File: src/rtl/sim_run_controller.sv
// -----------------------------------------------------------------------------
// sim_run_controller
//
// Reusable run controller for simulation benches. It holds the DUT in reset
// for RESET_CYCLES cycles after the controller's own reset is released, counts
// RUN cycles, and collects per-channel completion and error indications. It
// waits DRAIN_CYCLES cycles after the end-of-run decision and then reports
// pass / fail / timeout. Optionally it ends the simulation.
//
// Ports:
//   clock        in   single clock, all state updates on posedge
//   rst          in   synchronous active-high reset of the controller
//   done_in      in   [N_DONE] per-channel completion pulses (RUN only)
//   error_in     in   DUT error indication (RUN only)
//   dut_rst      out  synchronous active-high reset for the DUT
//   cycle_count  out  [CNT_W] RUN-cycle counter, frozen at the exit cycle
//   state        out  [2] HOLD=0, RUN=1, DRAIN=2, FINISHED=3
//   running      out  high while in RUN
//   done_seen    out  [N_DONE] sticky capture of done_in
//   finished     out  high in FINISHED
//   pass         out  all channels done, no error (only while finished)
//   fail         out  error seen (only while finished)
//   timeout      out  MAX_CYCLES reached first (only while finished)
//
// All outputs are registered. They are computed from the next-state values,
// so they always agree with the state output in the same cycle.
// -----------------------------------------------------------------------------
module sim_run_controller #(
    parameter int unsigned MAX_CYCLES   = 200,
    parameter int unsigned RESET_CYCLES = 2,
    parameter int unsigned DRAIN_CYCLES = 4,
    parameter int unsigned N_DONE       = 1,
    parameter int unsigned CNT_W        = 32,
    parameter bit          CALL_FINISH  = 1'b1
) (
    input  logic              clock,
    input  logic              rst,
    input  logic [N_DONE-1:0] done_in,
    input  logic              error_in,
    output logic              dut_rst,
    output logic [CNT_W-1:0]  cycle_count,
    output logic [1:0]        state,
    output logic              running,
    output logic [N_DONE-1:0] done_seen,
    output logic              finished,
    output logic              pass,
    output logic              fail,
    output logic              timeout
);

    typedef enum logic [1:0] {
        ST_HOLD     = 2'd0,
        ST_RUN      = 2'd1,
        ST_DRAIN    = 2'd2,
        ST_FINISHED = 2'd3
    } state_t;

    typedef enum logic [1:0] {
        RES_NONE    = 2'd0,
        RES_PASS    = 2'd1,
        RES_FAIL    = 2'd2,
        RES_TIMEOUT = 2'd3
    } result_t;

    // Hold and drain counters only need to reach COUNT-1.
    localparam int unsigned HOLD_W  = (RESET_CYCLES > 1) ? $clog2(RESET_CYCLES) : 1;
    localparam int unsigned DRAIN_W = (DRAIN_CYCLES > 1) ? $clog2(DRAIN_CYCLES) : 1;

    // RESET_CYCLES of 0 and 1 both leave HOLD on the first edge with rst low,
    // because HOLD is already occupied for the cycle that follows the reset edge.
    localparam logic [HOLD_W-1:0]  HOLD_LAST  =
        HOLD_W'((RESET_CYCLES > 0) ? RESET_CYCLES - 1 : 0);
    localparam logic [DRAIN_W-1:0] DRAIN_LAST =
        DRAIN_W'((DRAIN_CYCLES > 0) ? DRAIN_CYCLES - 1 : 0);
    localparam logic [CNT_W-1:0]   MAX_CNT    = CNT_W'(MAX_CYCLES);

    // The counter must be able to hold MAX_CYCLES, since it never wraps.
    if ((64'(MAX_CYCLES) >> CNT_W) != 64'd0) begin : g_bad_cnt_w
        $error("sim_run_controller: CNT_W=%0d cannot hold MAX_CYCLES=%0d", CNT_W, MAX_CYCLES);
    end
    if (N_DONE == 0) begin : g_bad_n_done
        $error("sim_run_controller: N_DONE must be at least 1");
    end

    state_t              state_q, state_d;
    result_t             res_q, res_d;
    logic [HOLD_W-1:0]   hold_cnt_q, hold_cnt_d;
    logic [DRAIN_W-1:0]  drain_cnt_q, drain_cnt_d;
    logic [CNT_W-1:0]    count_q, count_d;
    logic [N_DONE-1:0]   done_seen_q, done_seen_d;
    logic                dut_rst_q, dut_rst_d;
    logic                running_q, running_d;
    logic                finished_q, finished_d;
    logic                pass_q, pass_d;
    logic                fail_q, fail_d;
    logic                timeout_q, timeout_d;
    logic                done_all;
    logic                run_exit;

    always_comb begin
        state_d     = state_q;
        res_d       = res_q;
        hold_cnt_d  = hold_cnt_q;
        drain_cnt_d = drain_cnt_q;
        count_d     = count_q;
        done_seen_d = done_seen_q;
        run_exit    = 1'b0;
        // Includes this cycle's pulses so a last done on the exit cycle counts.
        done_all    = &(done_seen_q | done_in);

        case (state_q)
            ST_HOLD: begin
                if (hold_cnt_q == HOLD_LAST) begin
                    state_d    = ST_RUN;
                    hold_cnt_d = '0;
                end else begin
                    hold_cnt_d = hold_cnt_q + HOLD_W'(1);
                end
            end
            ST_RUN: begin
                done_seen_d = done_seen_q | done_in;
                // Priority: error > done > timeout.
                if (error_in) begin
                    res_d    = RES_FAIL;
                    run_exit = 1'b1;
                end else if (done_all) begin
                    res_d    = RES_PASS;
                    run_exit = 1'b1;
                end else if (count_q == MAX_CNT) begin
                    res_d    = RES_TIMEOUT;
                    run_exit = 1'b1;
                end else begin
                    count_d  = count_q + CNT_W'(1);
                end
                if (run_exit) begin
                    state_d     = (DRAIN_CYCLES == 0) ? ST_FINISHED : ST_DRAIN;
                    drain_cnt_d = '0;
                end
            end
            ST_DRAIN: begin
                if (drain_cnt_q == DRAIN_LAST) begin
                    state_d = ST_FINISHED;
                end else begin
                    drain_cnt_d = drain_cnt_q + DRAIN_W'(1);
                end
            end
            default: begin
                state_d = ST_FINISHED;
            end
        endcase

        dut_rst_d  = (state_d == ST_HOLD);
        running_d  = (state_d == ST_RUN);
        finished_d = (state_d == ST_FINISHED);
        pass_d     = finished_d && (res_d == RES_PASS);
        fail_d     = finished_d && (res_d == RES_FAIL);
        timeout_d  = finished_d && (res_d == RES_TIMEOUT);
    end

    always_ff @(posedge clock) begin
        if (rst) begin
            state_q     <= ST_HOLD;
            res_q       <= RES_NONE;
            hold_cnt_q  <= '0;
            drain_cnt_q <= '0;
            count_q     <= '0;
            done_seen_q <= '0;
            dut_rst_q   <= 1'b1;
            running_q   <= 1'b0;
            finished_q  <= 1'b0;
            pass_q      <= 1'b0;
            fail_q      <= 1'b0;
            timeout_q   <= 1'b0;
        end else begin
            state_q     <= state_d;
            res_q       <= res_d;
            hold_cnt_q  <= hold_cnt_d;
            drain_cnt_q <= drain_cnt_d;
            count_q     <= count_d;
            done_seen_q <= done_seen_d;
            dut_rst_q   <= dut_rst_d;
            running_q   <= running_d;
            finished_q  <= finished_d;
            pass_q      <= pass_d;
            fail_q      <= fail_d;
            timeout_q   <= timeout_d;
        end
    end

    assign state       = state_q;
    assign dut_rst     = dut_rst_q;
    assign cycle_count = count_q;
    assign running     = running_q;
    assign done_seen   = done_seen_q;
    assign finished    = finished_q;
    assign pass        = pass_q;
    assign fail        = fail_q;
    assign timeout     = timeout_q;

`ifndef SYNTHESIS
    // Simulation-only: end the run on the edge that enters FINISHED.
    if (CALL_FINISH) begin : g_finish
        always_ff @(posedge clock) begin
            if (!rst && state_d == ST_FINISHED && state_q != ST_FINISHED) begin
                $display("sim_run_controller: state=FINISHED cycle_count=%0d result=%s",
                         count_d,
                         (res_d == RES_PASS) ? "pass" :
                         (res_d == RES_FAIL) ? "fail" : "timeout");
                $finish;
            end
        end
    end
`endif

endmodule

File: config.mk
export PLATFORM = sky130hd
export DESIGN_NAME = sim_run_controller
export DESIGN_NICKNAME = d
export VERILOG_FILES = /design/src/rtl/sim_run_controller.sv
export SDC_FILE = /design/constraint.sdc
export NUM_CORES = 1
export LEC_CHECK = 0
export BUFFER_PORTS_ARGS = -buffer_cell sky130_fd_sc_hd__buf_2
export CORE_AREA = 2 2 82 84
export CTS_CLUSTER_SIZE = 12
export DETAILED_ROUTE_END_ITERATION = 8
export DIE_AREA = 0 0 84 86
export GPL_TIMING_DRIVEN = 1
export PLACE_DENSITY = 0.58
export SYNTH_ARGS = -nofsm -noshare
export SYNTH_HDL_FRONTEND = slang
export SYNTH_SLANG_ARGS = --single-unit
File: constraint.sdc
create_clock -name clock -period 3.2 [get_ports clock]
set_input_delay 0.32 -clock clock [delete_from_list [all_inputs] [get_ports clock]]
set_output_delay 0.32 -clock clock [all_outputs]
set_load 0.1 [all_outputs]
## Yosys cells after proc, flatten, opt, wreduce, memory -nomap -nowiden

Cells that the tools add are included.

| word-level totals | value |
|---|---|
| memory bits (writable) | 0 |
| bits in read-only memories | 0 |
| output and inout port bits | 41 |
| input port bits | 4 |
| logic and storage cells | 54 |
| flip-flop bits (word level) | 46 |
| latch bits | 0 |
| memories kept | 0 |

| operators by class | value |
|---|---|
| order comparisons | 0 |
| $mul | 0 |
| mux-type cells | 16 |
| div/mod/pow operators | 0 |
| bitwise logic cells | 4 |
| equality and inequality tests | 11 |
| reduce and logical (&&, ||, !) cells | 8 |
| shift operators | 0 |
| add/subtract/negate cells | 3 |

Operator list:

| cell | count |
|---|---|
| adder 32 x 1 -> 32 bit, second input constant | 1 |
| == test 32 x 8 -> 1 bit, second input constant | 1 |
| two-way mux 2 bit | 9 |
| == test 2 bit, second input constant | 5 |
| == test 2 x 1 -> 1 bit, second input constant | 3 |
| case mux 2 bit (3 select lines) | 1 |
| two-way mux 1 bit | 5 |
| logical NOT 2 bit | 2 |
| != test 2 bit, second input constant | 2 |
| case mux 2 bit (2 select lines) | 1 |
| AND reduction 4 bit | 1 |
| logical AND 1 bit | 3 |
| inverter 1 bit | 3 |
| AND reduction 3 bit | 1 |
| adder 2 x 1 -> 2 bit, second input constant | 1 |
| nonzero test 2 bit | 1 |
| adder 1 bit, second input constant | 1 |
| OR 1 bit | 1 |

## Depth between registers and ports, before layout

| logic depth | value |
|---|---|
| depth in word-level cells | 9 |
| gate-level depth with buffers | 9 |
| gate-level depth less buffers | 7 |

## Worst setup path after synthesis

Ideal clock, no wire load.

| timing path | value |
|---|---|
| path type | reg-to-reg |
| start point | reg state_q[0] (netlist: state[0]) |
| end point | reg count_q[29] (netlist: cycle_count[29]) |
| period minus slack after synthesis | 3.097 ns |
| required time | 3.130 ns |
| path slack | 0.103 ns |
| stages on the path, launching flop included | 9 |
| buffers on the path | 2 |
| setup time | 0.070 ns |
| arrival time | 3.027 ns |
| cell sequence | dfxtp_1 ha_1 buf_4 nor4b_4 nand4_1 or4_1 clkbuf_1 or3_1 a21oi_1 |

| between the ends | value |
|---|---|
| cells in the longest elaborated chain, start to end | 2 |

Ends and longest elaborated chain:

| element | line | source |
|---|---|---|
| start, declared | 85 | `state_t state_q, state_d;` |
| start signal, assigned | 175 | `state_q <= state_d;` |
| == test 2 x 1 -> 1 bit | 111 | `case (state_q)` |
| AND reduction 4 bit (no line) | - |  |
| end signal, assigned | 179 | `count_q <= count_d;` |
| end, declared | 89 | `logic [CNT_W-1:0] count_q, count_d;` |

No other way between the ends.
A chain may end at the register's enable or synchronous reset.

## Final worst setup path

| timing path | value |
|---|---|
| start point | reg state_q[0] (netlist: state[0]) |
| end point | reg count_q[28] (netlist: cycle_count[28]) |

The elaborated chain is that of the path after synthesis.

==> flow_summary_export.csv <==
group,metric,value,unit
run_status,status,"completed",
floorplan,die_area,0.00722,mm^2
floorplan,fp-row-count,29,
clock_network,post_cts_resized,0,
synthesis,ys_seq_elements,46,
timing,final_max_slew_viol_count,0,
placement,placed_cell_area,0.00247,mm^2
global_routing,grt_max_degree,42,
global_routing,grt_pass1_wl,8370,um
clock_network,clock_sinks,46,
clock_network,cts_made_buffers,5,
layout,final-seq-area,921,um^2
synthesis,synth_cells,256,
synthesis,post-synth-top-area-cell,"dfxtp_1",
power,p_per_area,543,mW/mm^2
flow_run,max_cap_violations,0,
floorplan,dieHeight,86,um
route,drt-initial-drc-count,85,
synthesis,seq_area_frac_synth,42.4,%
clock_network,path_clk_slew,0.08,ns
layout,layout_common_cells,"dfxtp_1, buf_2, nor2_1",
synthesis,yosys_warnings,0,
synthesis,synth_fp_nets,267,
route,wirelength,5030,um
critical_path,critPathKind,"reg2reg",
clock_network,cts_setup_buffers,0,
placement,port_buffers,44,
synthesis,async_reset_ff_share,0,%
clock_network,clk_latency,0.29,ns
floorplan,start_util,34.6,%
clock_network,htree_levels,2,
synthesis,synth_ff_type,"dfxtp_1",
timing,finalHoldViolCount,0,
synthesis,synth_edf_count,0,
layout,design_area,0.00255,mm^2
synthesis,syn_area,0.00217,mm^2
critical_path,critPathRequiredTime,3.42,ns
floorplan,core,0.00628,mm^2
floorplan,io_pins,45,
layout,fillers,660,
layout,final_util,40.7,%
route,remaining_drc_errors,0,
clock_network,hold_buffers,0,
timing,finalCritPeriodShare,81.5,%
clock_network,cts_tree,"yes",
route,via_count,1958,
layout,syn2layout_area_growth,17.5,%
timing,relSlewSlack,59.9,%
floorplan,chipWidth,84,um
layout,final_common_cell,"dfxtp_1",
layout,drive_gt1_share,19.1,%
timing,rsz0062_at_grt,"false",
timing,hold_ws,0.283,ns
power,vdd_ir_drop_max,0.466,mV
layout,multi_input_area,0.00116,mm^2
critical_path,arrival,2.83,ns
route,wl_per_cell,13.4,um
critical_path,critPathCaptureType,"flop",
placement,globalplace.congestion,0.767,
timing,setup_viol_count_final,0,
critical_path,start_kind,"flop",
synthesis,synth_cell_types,41,
route,dr.pass1.iters,4,
timing,fmax,383,MHz
global_routing,antenna_found_initial,0,
route,route.antenna.remaining_nets,0,
worst_hold_path,hold_path.class,"in2reg",
timing,skew,0.00464,ns
route,avgViaCountPerCell,5.21,
global_routing,grt_overflow,0,
timing,fin_crit,2.61,ns
layout,layout.nets,311,
synthesis,yosys-top-cells-area,"dfxtp_1, xnor2_1, nor2_1",
power,p_leak,0.985,nW
critical_path,cp_max_fo,10,
timing,worst_pin_slew,0.597,ns
global_routing,grt.total_usage,14.3,%
clock_network,max-clock-path-buffers,2,
global_routing,grt_pass1_vias,1770,
placement,dp_hpwl,3610,um
clock_network,cts_root_buf,"clkbuf_8",
synthesis,yosys.area.top_type_share,42.4,%
timing,fin_setup_tns,0,ns
synthesis,syn_area_per_cell,8.49,um^2
layout,diodes,0,
## power breakdown
group          internal (W)  leakage [nW]  total (W)  switching [W]
clock network      0.000167        0.0431   0.000342       0.000175
logic              0.000101         0.570   0.000404       0.000302
registers          0.000611         0.372   0.000641      0.0000306
## cell usage after synthesis, types with 2 or more instances
cell / n
dfxtp_1: 46
nor2_1: 31
a21oi_1: 16
nand2_1: 15
o21ai_0: 15
xnor2_1: 15
inv_1: 13
or3_1: 12
nor4_1: 10
clkbuf_1: 9
nand3_1: 9
nand4_1: 9
ha_1: 7
nor3_1: 7
and3_1: 4
xor2_1: 4
nor2b_1: 3
nor4b_1: 3
and4_1: 2
mux2i_1: 2
nand3b_1: 2
o31a_1: 2
or4_1: 2
## metal layers
layer | vias to the layer above | track usage, % | routed length, um
li1 | 993 | - | -
met1 | 919 | 18.1 | 2440
met2 | 44 | 23.7 | 2340
met3 | 2 | 4.23 | 219
met4 | 0 | 4.25 | 33
met5 | - | 0 | 0
## per-stage QoR
stage | instances | worst slack [ns] | total power [W]
global placement | 370 | 0.661 | 0.00106
global route | 376 | 0.352 | 0.00147
finish | 376 | 0.592 | 0.00139
CTS | 376 | 0.552 | 0.00141
floorplan | 256 | 0.103 | 0.000998
detailed placement | 370 | 0.567 | 0.00106
## worst max-delay path, stage by stage (launching register included)
cell and delay [ns]:
dfxtp_1 0.42, ha_1 0.37, nor4b_4 0.37, nand3_2 0.22, or4_1 0.67, or3_1 0.34, a21oi_1 0.15
## sequential cells by signal, indices dropped and copies added (netlist names)
name and count:
done_seen 1, running 1, cycle_count 32, state 2, pass 1, drain_cnt_q 2, timeout 1, hold_cnt_q 1
fail 1, finished 1, res_q 2, dut_rst 1
## cell type report
| class | count | area share (%) |
|---|---|---|
| flip-flops and latches | 46 | 36.1 |
| repair buffers | 47 | 9.51 |
| clock buffers | 6 | 3.23 |
| inverters | 13 | 1.91 |
| multi-input cells | 187 | 45.5 |
| well taps | 77 | 3.77 |
## worst paths after layout
| check | endpoint | slack, ns | cells past startpoint | from |
|---|---|---|---|---|
| hold / removal | dut_rst$_SDFF_PP1_ | 0.28 | 2 | rst |
| setup reg to reg | cycle_count[28]$_SDFFE_PP0P_ | 0.59 | 6 | state[0]$_SDFF_PP0_ |
| setup / recovery | cycle_count[28]$_SDFFE_PP0P_ | 0.59 | 6 | state[0]$_SDFF_PP0_ |
| hold reg to reg | drain_cnt_q[1]$_SDFFE_PP0P_ | 0.49 | 2 | drain_cnt_q[1]$_SDFFE_PP0P_ |
## cells by family after synthesis
family	share of synthesized area (%)
and+or+nand+nor	28.6
DFF	42.4
AOI/OAI and AO/OA	11.8
buffers and inverters	4.15
xor gates and xnor gates	7.66
adders and majority gates	4.03
muxes	1.44
Power figures use the tool's default switching activity.
